<file path="src/rtl/mem_pkg.sv">
// Shared types and constants for the data-memory responder.
// Holds the FSM state encoding, the latency counter width and the address check.
package mem_pkg;

    localparam int CNT_W  = 4;
    localparam int ADDR_W = 32;

    typedef enum logic [1:0] {
        IDLE = 2'd0,
        WAIT = 2'd1,
        RESP = 2'd2
    } state_t;

    // A byte address is bad when it is not word aligned or lands past the last word.
    function automatic logic addr_error(input logic [ADDR_W-1:0] addr,
                                        input logic [ADDR_W-1:0] entries);
        return (addr[1:0] != 2'b00) || ({2'b00, addr[ADDR_W-1:2]} >= entries);
    endfunction

endpackage

</file>
<file path="src/rtl/dmem_array.sv">
// Single-port word storage: synchronous write, registered read.
// Contents start at zero and are never touched by reset.
module dmem_array #(
    parameter int BIT_WIDTH   = 32,
    parameter int ENTRY_COUNT = 32,
    localparam int IDX_W      = $clog2(ENTRY_COUNT)
) (
    input  logic                 clk,
    input  logic                 en,
    input  logic                 we,
    input  logic [IDX_W-1:0]     idx,
    input  logic [BIT_WIDTH-1:0] wdata,
    output logic [BIT_WIDTH-1:0] rdata
);

    logic [BIT_WIDTH-1:0] mem [ENTRY_COUNT] = '{default: '0};

    always_ff @(posedge clk) begin
        if (en) begin
            if (we) begin
                mem[idx] <= wdata;
            end else begin
                rdata <= mem[idx];
            end
        end
    end

endmodule

</file>
<file path="src/rtl/dmem_responder.sv">
// Fixed-latency data-memory responder: one outstanding request, IDLE -> WAIT -> RESP.
// The array is touched only on the WAIT->RESP edge, so reset in WAIT cancels the access.
module dmem_responder
    import mem_pkg::*;
#(
    parameter int BIT_WIDTH   = 32,
    parameter int ENTRY_COUNT = 32,
    parameter int LATENCY     = 2
) (
    input  logic                 clk,
    input  logic                 rst,
    input  logic                 req_valid,
    output logic                 req_ready,
    input  logic                 req_we,
    input  logic [ADDR_W-1:0]    req_addr,
    input  logic [BIT_WIDTH-1:0] req_wdata,
    output logic                 rsp_valid,
    input  logic                 rsp_ready,
    output logic [BIT_WIDTH-1:0] rsp_rdata,
    output logic                 rsp_err,
    output logic                 busy,
    output state_t               dbg_state
);

    localparam int IDX_W = $clog2(ENTRY_COUNT);

    if (LATENCY < 1 || LATENCY > (2**CNT_W) - 1) begin : g_bad_latency
        $error("dmem_responder: LATENCY must be in 1..15");
    end

    state_t               state;
    logic [CNT_W-1:0]     cnt;
    logic                 we_q;
    logic [ADDR_W-1:0]    addr_q;
    logic [BIT_WIDTH-1:0] wdata_q;
    logic                 rsp_valid_q;
    logic                 rsp_err_q;
    logic                 rd_hit_q;
    logic                 err_now;
    logic                 access;
    logic                 arr_en;
    logic [BIT_WIDTH-1:0] arr_rdata;

    assign err_now = addr_error(addr_q, ADDR_W'(ENTRY_COUNT));
    assign access  = (state == WAIT) && (cnt == CNT_W'(1));
    assign arr_en  = access && !rst && !err_now;

    dmem_array #(
        .BIT_WIDTH  (BIT_WIDTH),
        .ENTRY_COUNT(ENTRY_COUNT)
    ) u_array (
        .clk  (clk),
        .en   (arr_en),
        .we   (we_q),
        .idx  (addr_q[IDX_W+1:2]),
        .wdata(wdata_q),
        .rdata(arr_rdata)
    );

    // Handshakes: a transfer happens on a rising edge where valid && ready are both high;
    // the request side is ready only in IDLE, the response is held stable in RESP until taken.
    always_ff @(posedge clk) begin
        if (rst) begin
            state       <= IDLE;
            cnt         <= '0;
            we_q        <= 1'b0;
            addr_q      <= '0;
            wdata_q     <= '0;
            rsp_valid_q <= 1'b0;
            rsp_err_q   <= 1'b0;
            rd_hit_q    <= 1'b0;
        end else begin
            case (state)
                IDLE: begin
                    if (req_valid) begin
                        we_q    <= req_we;
                        addr_q  <= req_addr;
                        wdata_q <= req_wdata;
                        cnt     <= CNT_W'(LATENCY);
                        state   <= WAIT;
                    end
                end
                WAIT: begin
                    if (cnt == CNT_W'(1)) begin
                        cnt         <= '0;
                        state       <= RESP;
                        rsp_valid_q <= 1'b1;
                        rsp_err_q   <= err_now;
                        rd_hit_q    <= !we_q && !err_now;
                    end else begin
                        cnt <= cnt - CNT_W'(1);
                    end
                end
                RESP: begin
                    if (rsp_ready) begin
                        state       <= IDLE;
                        rsp_valid_q <= 1'b0;
                        rsp_err_q   <= 1'b0;
                        rd_hit_q    <= 1'b0;
                    end
                end
                default: begin
                    state <= IDLE;
                end
            endcase
        end
    end

    // Read data lives in the array's output register; it is only exposed for a good read.
    assign rsp_rdata = rd_hit_q ? arr_rdata : '0;
    assign rsp_valid = rsp_valid_q;
    assign rsp_err   = rsp_err_q;
    assign req_ready = (state == IDLE);
    assign busy      = (state != IDLE);
    assign dbg_state = state;

endmodule

</file>
<file path="config.mk">
export PLATFORM = sky130hd
export DESIGN_NAME = dmem_responder
export DESIGN_NICKNAME = d
export VERILOG_FILES = /design/src/rtl/mem_pkg.sv /design/src/rtl/dmem_array.sv /design/src/rtl/dmem_responder.sv
export SDC_FILE = /design/constraint.sdc
export NUM_CORES = 1
export LEC_CHECK = 0
export ABC_AREA = 1
export CAP_MARGIN = 40
export CORE_ASPECT_RATIO = 2
export CORE_MARGIN = 2
export CORE_UTILIZATION = 60
export DETAILED_ROUTE_END_ITERATION = 10
export DONT_BUFFER_PORTS = 1
export PLACE_DENSITY_LB_ADDON = 0.1
export SKIP_CTS_REPAIR_TIMING = 1
export SLEW_MARGIN = 20
export SYNTH_ARGS = -nofsm -noshare
export SYNTH_HDL_FRONTEND = slang
export SYNTH_SLANG_ARGS = --single-unit
</file>
<file path="constraint.sdc">
create_clock -name clk -period 5.3 [get_ports clk]
set_clock_uncertainty 0.15 [all_clocks]
set_input_delay 0.53 -clock clk [delete_from_list [all_inputs] [get_ports clk]]
set_output_delay 0.53 -clock clk [all_outputs]
set_load 0.005 [all_outputs]
</file>
Word level (Yosys, flattened, before mapping)
Memory sizes are Yosys's and may differ from the RTL's. A register that Yosys moved wholly into a read port is not among the register bits.
Cells that the tools add are included.
- bits in registers: 74
- bits in latches: 0
- memory bits (writable): 1024
- ROM bits: 0
- output and inout port bits: 38
- memories: 1
- add/subtract/negate cells: 1
- $mul: 0
- divide/modulo/power cells: 0
- $lt $le $gt $ge: 1
- eq/ne operators: 6
- shift-type cells: 0
- muxes and demuxes: 18
- bitwise logic cells: 1
- reduce and logical (&&, ||, !) cells: 18
- memory list (name ; depth ; bits a word ; read ports ; clocked after Yosys merged registers in ; write ports ; RTL line ; text):
    u_array.mem ; 32 ; 32 ; 1 ; 1 ; 1 ; dmem_array.sv:16 ; logic [BIT_WIDTH-1:0] mem [ENTRY_COUNT] = '{default: '0};
- operators by type and width (operator ; count):
    32-bit 2-to-1 mux ; 1
    30-bit by 6-bit >= comparator with 1-bit output, second input constant ; 1
    4-bit 2-to-1 mux ; 2
    4-bit case mux with 2 select lines ; 1
    2-bit nonzero test ; 4
    1-bit 2-to-1 mux ; 7
    2-bit 2-to-1 mux ; 3
    1-bit case mux with 2 select lines ; 3
    2-bit case mux with 3 select lines ; 1
    2-bit AND reduction ; 3
    3-bit AND reduction ; 2
    4-bit by 1-bit equality test with 1-bit output, second input constant ; 1
    1-bit logical AND ; 4
    2-bit != test, second input constant ; 2
    4-bit by 1-bit subtractor with 4-bit output, second input constant ; 1
    1-bit zero test ; 3
    2-bit by 1-bit equality test with 1-bit output, second input constant ; 1
    2-bit equality test, second input constant ; 1
    2-bit zero test ; 1
    2-bit by 1-bit != test with 1-bit output, second input constant ; 1
    1-bit logical OR ; 1
    1-bit inverter ; 1

Logic depth before layout (Yosys ltp)
- word-level depth: 6
- depth in mapped cells: 13
- mapped depth without buffers: 9

Modules after synthesis
A second synthesis with hierarchy kept.
- cells, all modules: 4533
- area, all modules: 46343.2 um^2
- by module, submodules not included (module ; instances ; cells an instance ; area each (um^2) ; sequential area each (um^2)):
    dmem_array ; 1 ; 4095 ; 43259.0 ; 31710.4
    dmem_responder ; 1 ; 438 ; 3084.2 ; 1481.4

Worst setup path before layout
Ideal clock, no wire load.
- path kind: register to register
- from: register addr_q[2]
- to: memory u_array.mem[0][0] (enable)
- setup time: 0.421 ns
- data arrival time: 2.693 ns
- data required time: 4.729 ns
- setup slack: 2.036 ns
- stages on the path, launching flop included: 8
- path buffers: 4
- period minus slack after synthesis: 3.264 ns
- path through: dfxtp_1 buf_2 buf_6 nor2_2 buf_4 buf_4 nand4_2 nor2_1
- word-level cells in the longest chain between the ends: 6
- RTL lines (item ; RTL line ; text):
    from (decl) ; dmem_responder.sv:34 ; logic [ADDR_W-1:0] addr_q;
    from (signal assigned) ; dmem_responder.sv:77 ; addr_q <= req_addr;
    30-bit by 6-bit >= comparator with 1-bit output ; mem_pkg.sv:17 ; return (addr[1:0] != 2'b00) || ({2'b00, addr[ADDR_W-1:2]} >= entries);
    1-bit logical OR ; mem_pkg.sv:17 ;
    1-bit zero test ; dmem_responder.sv:46 ; assign arr_en = access && !rst && !err_now;
    1-bit logical AND ; dmem_responder.sv:46 ;
    1-bit 2-to-1 mux ; dmem_array.sv:19 ; if (en) begin
    1-bit 2-to-1 mux (not written as such) ; dmem_array.sv:21 ; mem[idx] <= wdata;
    to (decl) ; dmem_array.sv:16 ;
Parallel ways exist; a longest one is shown, timed or not.

Worst setup path after layout
- from: register addr_q[3]
- to: memory u_array.mem[1][30] (enable)
The elaborated chain is that of the path after synthesis.

==> flow_metrics.env <==
export IMPL_cp_max_fo=64
export IMPL_p_leak_nw=18.6
export IMPL_status="finished clean"
export IMPL_clk_pin_slew_ns=0.07
export IMPL_place_ws_ns=1.55
export IMPL_synth_area_leaders="edfxtp_1, nand2_1, dfxtp_1"
export IMPL_relSlewSlack_pct=39.8
export IMPL_viasPerCell=5.91
export IMPL_yosys_area_top_type="edfxtp_1"
export IMPL_rows=140
export IMPL_grt_ovfl_total=0
export IMPL_cp_num_cells=6
export IMPL_r2r_cells=6
export IMPL_tightest_slew_ns=0.903
export IMPL_routed_wl_um=121000
export IMPL_antennaDiodeCount=0
export IMPL_routed_via_count=28900
export IMPL_io_buffers=0
export IMPL_mappedNetlistNets=3887
export IMPL_yosys_register_bits=1130
export IMPL_synthDistinctLibCells=24
export IMPL_wl_per_cell_um=24.6
export IMPL_p_clk_share_pct=38.6
export IMPL_regToRegEndpoint="u_array.mem[1][30]$_DFFE_PP_"
export IMPL_setup_viol=0
export IMPL_critPathCaptureType="flip-flop"
export IMPL_min_to="addr_q[5]$_SDFFE_PP0P_"
export IMPL_start_util_pct=60.7
export IMPL_cts_made_buffers=94
export IMPL_drive_above_1_share_pct=7.83
export IMPL_syn_mean_instance_area_um2=11.6
export IMPL_syn_inst=3816
export IMPL_p_per_area_mw_per_mm2=373
export IMPL_setup_slack_ns=1.55
export IMPL_cp_data_arrival_time_ns=3.97
export IMPL_timing_critical_path_from="addr_q[3]$_SDFFE_PP0P_"
export IMPL_startpoint_type="flip-flop"
export IMPL_die_h_um=388
export IMPL_fin_crit_ns=3.75
export IMPL_slowest_stage="nor2_4"
export IMPL_antenna_found_initial=0
export IMPL_max_freq_ghz=0.266
export IMPL_p_comb_share_pct=7.8
export IMPL_hold_violations=0
export IMPL_h_tree_depth=3
export IMPL_firstDrtPassIters=5
export IMPL_r2r_start="addr_q[3]$_SDFFE_PP0P_"
export IMPL_worstSetupPathType="flip-flop to flip-flop"
export IMPL_power_switching_w=0.00433
export IMPL_drc=0
export IMPL_nets=3968
export IMPL_clock_path_buffers=3
export IMPL_clock_latency_ns=0.69
export IMPL_dieArea_mm2=0.0761
export IMPL_layout_common_cells="nand2_1, edfxtp_1, inv_1"
export IMPL_cp_cell_sequence="inv_6, nand2_1, clkinv_2, nand4_2, nor2_4, buf_4"
export IMPL_gp_congestion=0.850
export IMPL_grt_pass1_wl_um=176000
export IMPL_seqPwrFrac_pct=53.6
export IMPL_swShare_pct=23.2
export IMPL_reg2reg_slack_ns=1.55
export IMPL_rsz0062_at_grt="false"
export IMPL_synth_seq_area_share_pct=75.0
export IMPL_drtAntennaViolNets=0
export IMPL_cts_tree="yes"
export IMPL_pin_count=107
export IMPL_cts_sinks=1130
export IMPL_critical_path_buf_inv_count=3
export IMPL_ir_drop_mv=0.301
export IMPL_layout_commonest_cell="nand2_1"
export IMPL_grt_start_max_net_pins=145
export IMPL_internal_power_w=0.0143
export IMPL_cpPeakStageDelay_ns=0.88
export IMPL_timing_final_crit_share_pct=70.8
export IMPL_yosysWarnings=0
export IMPL_core_area_mm2=0.0729
export IMPL_min_path_type="input port to flip-flop"
export IMPL_root_buffer="clkbuf_16"
export IMPL_cap_violations=0
export IMPL_synth_area_mm2=0.0442
export IMPL_maxSlewViolCount=0
export IMPL_grt_usage_pct=31.9
export IMPL_crit_required_ns=5.52
export IMPL_yosysTopAreaCellShare_pct=71.7
export IMPL_hpwl_um=70600
export IMPL_fin_setup_tns_ns=0
export IMPL_worstHoldStart="req_addr[5]"
export IMPL_hold_path_depth=2
export IMPL_crit_family="simple AND/OR/NAND/NOR gates"
export IMPL_die_w_um=196
export IMPL_drt_iter0_drc=2931
export IMPL_grt_pass1_vias=28600
export IMPL_area_growth_pct=12.8
==> power by group through the flow <==
stage               logic, W  registers (W)  clock network, W
floorplan           0.000769         0.0102                 0
global placement     0.00134         0.0102                 0
detailed placement   0.00136         0.0102                 0
CTS                  0.00137         0.0100           0.00724
global route         0.00159        0.00998           0.00755
finish               0.00146        0.00998           0.00718
==> area by class of cell <==
cell class	count	area, um2
Multi-Input combinational cell	2259	9610
Clock buffer	114	2460
Fill cell	5193	23000
Clock inverter	59	696
Sequential cell	1130	33200
Timing Repair Buffer	161	1820
Tap cell	923	1150
Inverter	251	953
==> cells by family (layout without fill, tap and decap cells) <==
logic type	count (synthesis)	count (layout)	synth area share, %
AND/OR/NAND/NOR	1985	1985	17.9
flip-flops	1130	1130	75.0
buffers and inverters	427	585	3.91
adder cells (fa/ha/maj)	2	2	0.0566
AO/OA/AOI/OAI	272	272	3.08
==> synthesized netlist by cell type <==
library cell and number:
o21ai_0 227, inv_2 6, nor3_1 12, nor2_1 273
nor2_4 1, buf_4 8, buf_2 61, nor3_2 1
a21oi_1 44, dfxtp_1 74, nand3b_1 1, nand2_2 1
buf_6 3, o21bai_1 1, nor2_2 1, ha_1 2
nand3_1 131, clkbuf_1 93, nand2_1 1464, buf_1 11
edfxtp_1 1056, nand4_2 4, nand4_1 96, inv_1 245
==> worst max-delay path by stage <==
stage                                   endpoint  slack (ns)
floorplan            u_array.mem[0][0]$_DFFE_PP_        2.04
global placement     u_array.mem[0][2]$_DFFE_PP_        1.51
detailed placement   u_array.mem[1][7]$_DFFE_PP_        1.55
CTS                  u_array.mem[1][1]$_DFFE_PP_        1.53
global route         u_array.mem[1][1]$_DFFE_PP_        1.42
finish              u_array.mem[1][30]$_DFFE_PP_        1.55
==> registers in the layout (all words and copies together), names as in the netlist, 2 cells and up <==
| signal | cells |
|---|---|
| addr_q | 32 |
| cnt | 4 |
| dbg_state | 2 |
| u_array.mem | 1024 |
| u_array.rdata | 32 |
| wdata_q | 32 |
==> layer usage <==
layer	track usage [%]	vias up	part of all wire, %
met1	38.7	14200	35
met3	4.88	295	8.3
li1	-	13000	-
met5	0	-	0
met4	15.8	0	5.0
met2	55.6	1476	51
==> through the flow <==
step	area [um2]	utilization, %	total power, W	cells	hold WS [ns]
2_1_floorplan	44200	-	0.0110	3816	0.301
6_report	49900	68.5	0.0186	4897	0.0278
5_1_grt	49900	68.5	0.0191	4897	0.0456
4_1_cts	49200	67.5	0.0186	4830	-0.293
3_5_place_dp	46000	63.2	0.0116	4657	0.323
3_3_place_gp	45500	62.5	0.0115	4637	0.313
Note: power is estimated with default switching activity, not from simulation.
